**src/rtl/decoder138_scan_if.sv**
```systemverilog
// Pin bundle for the clocked 3-to-8 decoder / scan strobe generator.
// valid qualifies Y_n and idx in the same cycle; there is no ready, so the consumer must take every valid cycle.
interface decoder138_scan_if;
  logic       G1;
  logic       G2A_n;
  logic       G2B_n;
  logic       mode;
  logic [2:0] sel;
  logic       load;
  logic [7:0] Y_n;
  logic [2:0] idx;
  logic       valid;
  logic       wrap;

  modport master (
    output G1, G2A_n, G2B_n, mode, sel, load,
    input  Y_n, idx, valid, wrap
  );

  modport slave (
    input  G1, G2A_n, G2B_n, mode, sel, load,
    output Y_n, idx, valid, wrap
  );
endinterface

```
**src/rtl/decoder138_scan.sv**
```systemverilog
// 74LS138-style decoder with registered active-low outputs, plus a scan mode that
// walks the outputs with a programmable dwell per index.
module decoder138_scan #(
  parameter int DWELL = 4,
  parameter int CW    = 8
) (
  input  logic              clk,
  input  logic              rst_n,
  decoder138_scan_if.slave  bus
);

  localparam logic [CW-1:0] DWELL_LAST = CW'(DWELL - 1);

  logic          en;
  logic [2:0]    idx_q, idx_d;
  logic [CW-1:0] dwell_q, dwell_d;
  logic          valid_q, valid_d;
  logic          wrap_q, wrap_d;
  logic [7:0]    y_q, y_d;

  assign en = bus.G1 & ~bus.G2A_n & ~bus.G2B_n;

  always_comb begin
    idx_d   = idx_q;
    dwell_d = dwell_q;
    valid_d = 1'b0;
    wrap_d  = 1'b0;
    if (!bus.mode) begin
      dwell_d = '0;
      if (en) begin
        idx_d   = bus.sel;
        valid_d = 1'b1;
      end
    end else if (en) begin
      valid_d = 1'b1;
      // load wins over an advance that falls due in the same cycle
      if (bus.load) begin
        idx_d   = bus.sel;
        dwell_d = '0;
      end else if (dwell_q == DWELL_LAST) begin
        dwell_d = '0;
        idx_d   = idx_q + 3'd1;
        wrap_d  = (idx_q == 3'd7);
      end else begin
        dwell_d = dwell_q + CW'(1);
      end
    end
    // Y_n is derived from the next index so Y_n and idx always move together
    y_d = valid_d ? ~(8'b1 << idx_d) : 8'hFF;
  end

  always_ff @(posedge clk or negedge rst_n) begin
    if (!rst_n) begin
      idx_q   <= 3'd0;
      dwell_q <= '0;
      valid_q <= 1'b0;
      wrap_q  <= 1'b0;
      y_q     <= 8'hFF;
    end else begin
      idx_q   <= idx_d;
      dwell_q <= dwell_d;
      valid_q <= valid_d;
      wrap_q  <= wrap_d;
      y_q     <= y_d;
    end
  end

  assign bus.Y_n   = y_q;
  assign bus.idx   = idx_q;
  assign bus.valid = valid_q;
  assign bus.wrap  = wrap_q;

endmodule

```
**src/flat_wrapper.sv**
```systemverilog
// flat-port wrapper written by rule: the top's interface ports become plain ports
module decoder138_scan_flat 
#(
  parameter int DWELL = 4,
  parameter int CW    = 8
)
  (clk, rst_n, bus_G1, bus_G2A_n, bus_G2B_n, bus_mode, bus_sel, bus_load, bus_Y_n, bus_idx, bus_valid, bus_wrap);
  decoder138_scan_if bus_i ();
  input  logic clk;
  input  logic rst_n;
  input wire logic [$bits(bus_i.G1)-1:0] bus_G1;
  input wire logic [$bits(bus_i.G2A_n)-1:0] bus_G2A_n;
  input wire logic [$bits(bus_i.G2B_n)-1:0] bus_G2B_n;
  input wire logic [$bits(bus_i.mode)-1:0] bus_mode;
  input wire logic [$bits(bus_i.sel)-1:0] bus_sel;
  input wire logic [$bits(bus_i.load)-1:0] bus_load;
  output wire logic [$bits(bus_i.Y_n)-1:0] bus_Y_n;
  output wire logic [$bits(bus_i.idx)-1:0] bus_idx;
  output wire logic [$bits(bus_i.valid)-1:0] bus_valid;
  output wire logic [$bits(bus_i.wrap)-1:0] bus_wrap;
  assign bus_i.G1 = bus_G1;
  assign bus_i.G2A_n = bus_G2A_n;
  assign bus_i.G2B_n = bus_G2B_n;
  assign bus_i.mode = bus_mode;
  assign bus_i.sel = bus_sel;
  assign bus_i.load = bus_load;
  assign bus_Y_n = bus_i.Y_n;
  assign bus_idx = bus_i.idx;
  assign bus_valid = bus_i.valid;
  assign bus_wrap = bus_i.wrap;
  decoder138_scan #(.DWELL(DWELL), .CW(CW)) u_core (.clk(clk), .rst_n(rst_n), .bus(bus_i));
endmodule
```
**config.mk**
```make
export PLATFORM = sky130hd
export DESIGN_NAME = decoder138_scan_flat
export DESIGN_NICKNAME = d
export VERILOG_FILES = /design/src/rtl/decoder138_scan_if.sv /design/src/rtl/decoder138_scan.sv /design/src/flat_wrapper.sv
export SDC_FILE = /design/constraint.sdc
export NUM_CORES = 1
export LEC_CHECK = 0
export ABC_AREA = 1
export CORE_ASPECT_RATIO = 1.1
export CORE_UTILIZATION = 35
export DETAILED_ROUTE_END_ITERATION = 12
export GPL_TIMING_DRIVEN = 0
export PLACE_DENSITY = 0.59
export SETUP_SLACK_MARGIN = 0.02
export SYNTH_ARGS = -nofsm -noshare
export SYNTH_HDL_FRONTEND = slang
export SYNTH_SLANG_ARGS = --single-unit
export TNS_END_PERCENT = 100
```
**constraint.sdc**
```tcl
create_clock -name clk -period 2.7 [get_ports clk]
set_input_delay 0.54 -clock clk [delete_from_list [all_inputs] [get_ports clk]]
set_output_delay 0.54 -clock clk [all_outputs]
set_load 0.005 [all_outputs]
```
==> flow_summary.toml, run 1 <==
[worst_hold_path]
hold_depth = 2
worstHoldPathType = "reg -> reg"

[timing]
worst_hold_slack_ps = 531
setup_viol = 0
skew_ps = 1.78
max_freq_mhz = 536
finalCriticalPeriod_ps = 1870
slew_headroom_pct = 39.7
rsz0062_at_grt = "no"
tightestPinTransition_ps = 902
setup-tns-final_ps = 0
hold_viol = 0
fin_crit_sh_pct = 69.2
slew_violations = 0

[global_route]
grt_pass1_wl_um = 4270
grt_overflow = 0
grt_usage_pct = 15.3
grt_antenna_before_repair = 0
grt_max_degree = 22
grt_pass1_vias = 999

[drt]
drc_errors = 0
first_iter_violations = 39
detail_route.wl_per_cell_um = 11.5
vias = 1019
top_layer = "met4"
ant_nets = 0
wl_met1_um = 1140
routed_wl_um = 2380
drtPass1Iterations = 4
wl_met2_um = 1130
wl_met3_um = 79
viasPerCell = 4.92

[floorplanning]
io_pins = 23
die_area_um2 = 3520
initial_utilization_pct = 37.4
placementRows = 21
dieHeight_um = 62.1
coreArea_um2 = 3070
die_w_um = 56.7

[critical_path]
arrival_ps = 1330
path_cells = "clkdlybuf4s50_1"
path_class = "reg -> out"
end_kind = "output pin"
max_stage_delay_ps = 540
critPathMaxFanout = 1
worstPathRequired_ps = 2160
cp-start-kind = "flop"
reg2regPathDepth = 10
cp_num_buf_inv = 1
crit_slowest_cell = "dfstp_2"
critical_path.top_delay_family = "flip-flops"
crit_cells = 1

[placement]
dpl.cell_count = 203
place.gp.congestion = 0.829
hpwlAfterDp_um = 1880
io_buffers = 22

[logic_synthesis]
yosys_warnings = 0
syn-num-nets = 160
synthMostInstantiatedCell = "nand2_1"
synth_area_leaders = "dfrtp_1 (28%), dfstp_2 (18%), nand2_1 (14%), nor2_1 (6.9%), inv_1 (5.2%)"
syn_avg_cell_area_um2 = 7.82
synth_area_um2 = 1150
yosysSeqAreaShare_pct = 46.6
yosys_register_bits = 21
synth_top_area_share_pct = 28.3
synthFlopType = "dfrtp_1"
ys_async_sr_fraction_pct = 100
synthTopCellsByCount = "nand2_1 (43), nor2_1 (21), inv_1 (16), dfrtp_1 (13), nand3_1 (11)"
synth_edf_count = 0
netlist_instances = 147
yosys.area.top_type = "dfrtp_1"
ys_types = 24

[power]
p_per_area_nw_per_um2 = 467
swShare_pct = 30.9
power.share.clock_pct = 22.6
power_frac_seq_pct = 53.4
p_int_mw = 0.464
p_sw_mw = 0.208
pwr-share-comb_pct = 24.0
peakVddDrop_uv = 228
power_leakage_nw = 0.688

[clocking]
cts_resized = 0
cts_setup_buffers = 0
htree_levels = 1
numCtsBuffers = 3
clock_latency_ps = 300
holdBufCountCts = 0
cts_sinks = 21
clock_path_buffers = 2
cts_tree = "built"
clockRootBuffer = "clkbuf_4"
clk_pin_slew_ps = 120

[run]
maxCapViolations = 0

[layout]
syn2layout_area_growth_pct = 25.2
nFillCells = 303
diodes = 0
fin_cells = 207
drive_above_1_share_pct = 16.2
nets = 187

[outcome]
status = "finished clean"
## per-layer routing
layer / track usage, % / vias to the layer above
li1: - / 513
met1: 20.4 / 481
met2: 24.9 / 23
met3: 1.25 / 2
met4: 7.32 / 0
met5: 0 / -
## area by class of cell
class	instances	area, um2	share of cell area [%]
repair buffers	22	220	15.3
inverters	20	77.6	5.39
well taps	34	42.5	2.95
clock buffers	3	22.5	1.56
flip-flops and latches	21	536	37.2
clock inverters	1	5.00	0.348
multi-input cells	106	537	37.3
## metrics by stage
stage               area [um2]  setup WS [ps]  utilization, %  power (mW)
floorplan                 1150           1310               -       0.459
global placement          1410            701            46.0       0.519
global route              1440            785            46.8       0.715
CTS                       1440            812            46.8       0.680
detailed placement        1410            657            46.0       0.526
finish                    1440            833            46.8       0.672
## state kept, by name, summed over array words and instances (netlist names)
name	flops
u_core.bus.Y_n	8
u_core.bus.idx	3
u_core.bus.valid	1
u_core.bus.wrap	1
u_core.dwell_q	8
## power groups by stage
stage	sequential [mW]	combinational (mW)	clock, mW
2_1_floorplan	0.361	0.0982	0
3_3_place_gp	0.362	0.156	0
3_5_place_dp	0.364	0.162	0
4_1_cts	0.358	0.162	0.159
5_1_grt	0.362	0.183	0.169
6_report	0.359	0.161	0.152
## cells in the final DEF (no fill, tap or decap), types with 3 or more instances in the layout
| cell type | Yosys | layout |
|---|---|---|
| nand2_1 | 43 | 43 |
| clkdlybuf4s50_1 | 0 | 22 |
| nor2_1 | 21 | 21 |
| inv_1 | 16 | 16 |
| dfrtp_1 | 13 | 13 |
| nand3_1 | 11 | 11 |
| dfstp_2 | 8 | 8 |
| a21oi_1 | 4 | 4 |
| nand2_2 | 3 | 3 |
| inv_2 | 3 | 3 |
| nor2_2 | 3 | 3 |
| ha_1 | 3 | 3 |
| clkbuf_4 | 0 | 3 |
## worst paths after layout
check,slack [ps],endpoint,start
worst min register to register,530,u_core.dwell_q[1],u_core.dwell_q[1]
worst min-delay path,530,u_core.dwell_q[1],u_core.dwell_q[1]
worst max-delay path,830,bus_Y_n[4],u_core.bus.Y_n[4]
min in group asynchronous,730,u_core.dwell_q[3],rst_n
max in group asynchronous,1420,u_core.bus.idx[0],rst_n
worst max register to register,1110,u_core.bus.Y_n[7],u_core.dwell_q[0]
## cell families (layout without fill, tap and decap cells)
logic type      after synthesis  in the layout  synth area share, %
buf+inv                      20             46                 6.75
fa+ha+maj                     3              3                 3.26
xor+xnor                      2              2                 1.52
simple gates                 91             91                 36.8
flops                        21             21                 46.6
compound gates               10             10                 5.11
Note: power is estimated with default switching activity, not from simulation.
==> run 2: changes to the inputs <==
PLACE_DENSITY = 0.61   (was 0.59)
clock period = 1.7 ns   (was 2.7 ns; I/O delays follow)
==> run 2 against run 1 <==
  * Clock power grew 63%
  * Core utilization grew 0.57 points
  * Final cell count grew 0.97%
  * Critical endpoint is now bus_idx[1]
  * Largest cell class unchanged
  * Highest routed layer unchanged
==> flow_summary.toml, run 2 (synthesis results as in run 1) <==
[outcome]
status = "finished clean"

[clocking]
clockRootBuffer = "clkbuf_4"
clock_latency_ps = 320
clk_pin_slew_ps = 120
cts_sinks = 21
htree_levels = 1
holdBufCountCts = 0
cts_tree = "built"
clock_path_buffers = 2
numCtsBuffers = 3

[global_route]
grt_max_degree = 22
globalRouteMet1Util_pct = 19.9
grt_pass1_wl_um = 4310
grt_overflow = 0
grt_usage_pct = 15.6
grt_antenna_before_repair = 0
grt_busiest_layer = "met2"
grt_pass1_vias = 1004
gr-usage-met2_pct = 25.6
met3_usage_pct = 1.25

[critical_path]
crit_slowest_cell = "clkdlybuf4s50_1"
critical_path.top_delay_family = "buffers and inverters"
r2r_start = "u_core.bus.idx[1]"
worstPathRequired_ps = 1360
end_kind = "output pin"
crit_start = "u_core.bus.idx[1]"
critPathMaxFanout = 4
path_cells = "clkdlybuf4s50_1"
path_class = "reg -> out"
arrival_ps = 1260
cp_num_buf_inv = 1
max_stage_delay_ps = 530
cp-start-kind = "flop"

[drt]
ant_nets = 0
routed_wl_um = 2430
drtPass1Iterations = 4
detail_route.wl_per_cell_um = 11.6
drc_errors = 0
first_iter_violations = 36
vias = 1014
viasPerCell = 4.85

[floorplanning]
coreArea_um2 = 3070
die_w_um = 56.7
dieHeight_um = 62.1
placementRows = 21
io_pins = 23
die_area_um2 = 3520
initial_utilization_pct = 37.4

[placement]
hpwlAfterDp_um = 1840
dpl.cell_count = 203
io_buffers = 22
place.gp.congestion = 0.825

[worst_hold_path]
worstHoldPathType = "in -> async"

[run]
maxCapViolations = 0

[layout]
syn2layout_area_growth_pct = 26.8
multi_input_area_um2 = 549
regArea_um2 = 536
nFillCells = 313
drive_above_1_share_pct = 17.7
fin_util_pct = 47.4
diodes = 0
layout_common_cells = "nand2_1 (43), nor2_1 (21), inv_1 (16), clkdlybuf4s50_1 (14), dfrtp_1 (13)"
nets = 189
layout_commonest_cell = "nand2_1"
fin_cells = 209

[timing]
setup-tns-final_ps = 0
rsz0062_at_grt = "no"
tightestPinTransition_ps = 925
max_freq_mhz = 623
fin_crit_sh_pct = 94.4
finalCriticalPeriod_ps = 1600
hold_viol = 0
setup_viol = 0
slew_violations = 0
slew_headroom_pct = 38.1
skew_ps = 3.50
worst_hold_slack_ps = 528

[power]
total_power_mw = 1.10
p_per_area_nw_per_um2 = 757
power_leakage_nw = 0.680
peakVddDrop_uv = 411
run 2: stage by stage:
step	worst slack [ps]	area (um2)
floorplan	310	1150
global placement	-99.0	1410
detailed placement	-138	1410
CTS	65.8	1430
global route	18.8	1460
finish	95.3	1460
run 2: path summary, 6_finish.rpt:
kind | cells past startpoint | to | slack (ps)
max in group asynchronous | 1 | u_core.dwell_q[0] | 620
min | 1 | u_core.bus.valid | 530
min reg2reg | 2 | u_core.dwell_q[1] | 580
max | 1 | bus_idx[1] | 100
min in group clk | 2 | u_core.dwell_q[1] | 580
max reg2reg | 9 | u_core.bus.Y_n[4] | 190
run 2: final cells by class:
class / count / share of cell area, %
Multi-Input combinational cell: 106 / 37.7
Sequential cell: 21 / 36.7
Timing Repair Buffer: 24 / 15.5
Inverter: 20 / 5.32
Tap cell: 34 / 2.92
Clock buffer: 3 / 1.55
Clock inverter: 1 / 0.343
run 2: power by group:
group	switching [mW]	internal, mW	leakage, nW
registers	0.0344	0.536	0.251
clock network	0.159	0.0883	0.0177
logic	0.151	0.134	0.411
total	0.345	0.759	0.680
run 2: repair_timing:
action,in CTS,in global routing
resized for setup,8,2
endpoints found under the hold margin,0,0
setup endpoints to repair,8,12
setup buffers,0,2
run 2: metal layers:
| layer | wire, um | vias up |
|---|---|---|
| li1 | - | 518 |
| met1 | 1120 | 468 |
| met2 | 1160 | 23 |
| met3 | 67 | 5 |
| met4 | 72 | 0 |
| met5 | 0 | - |
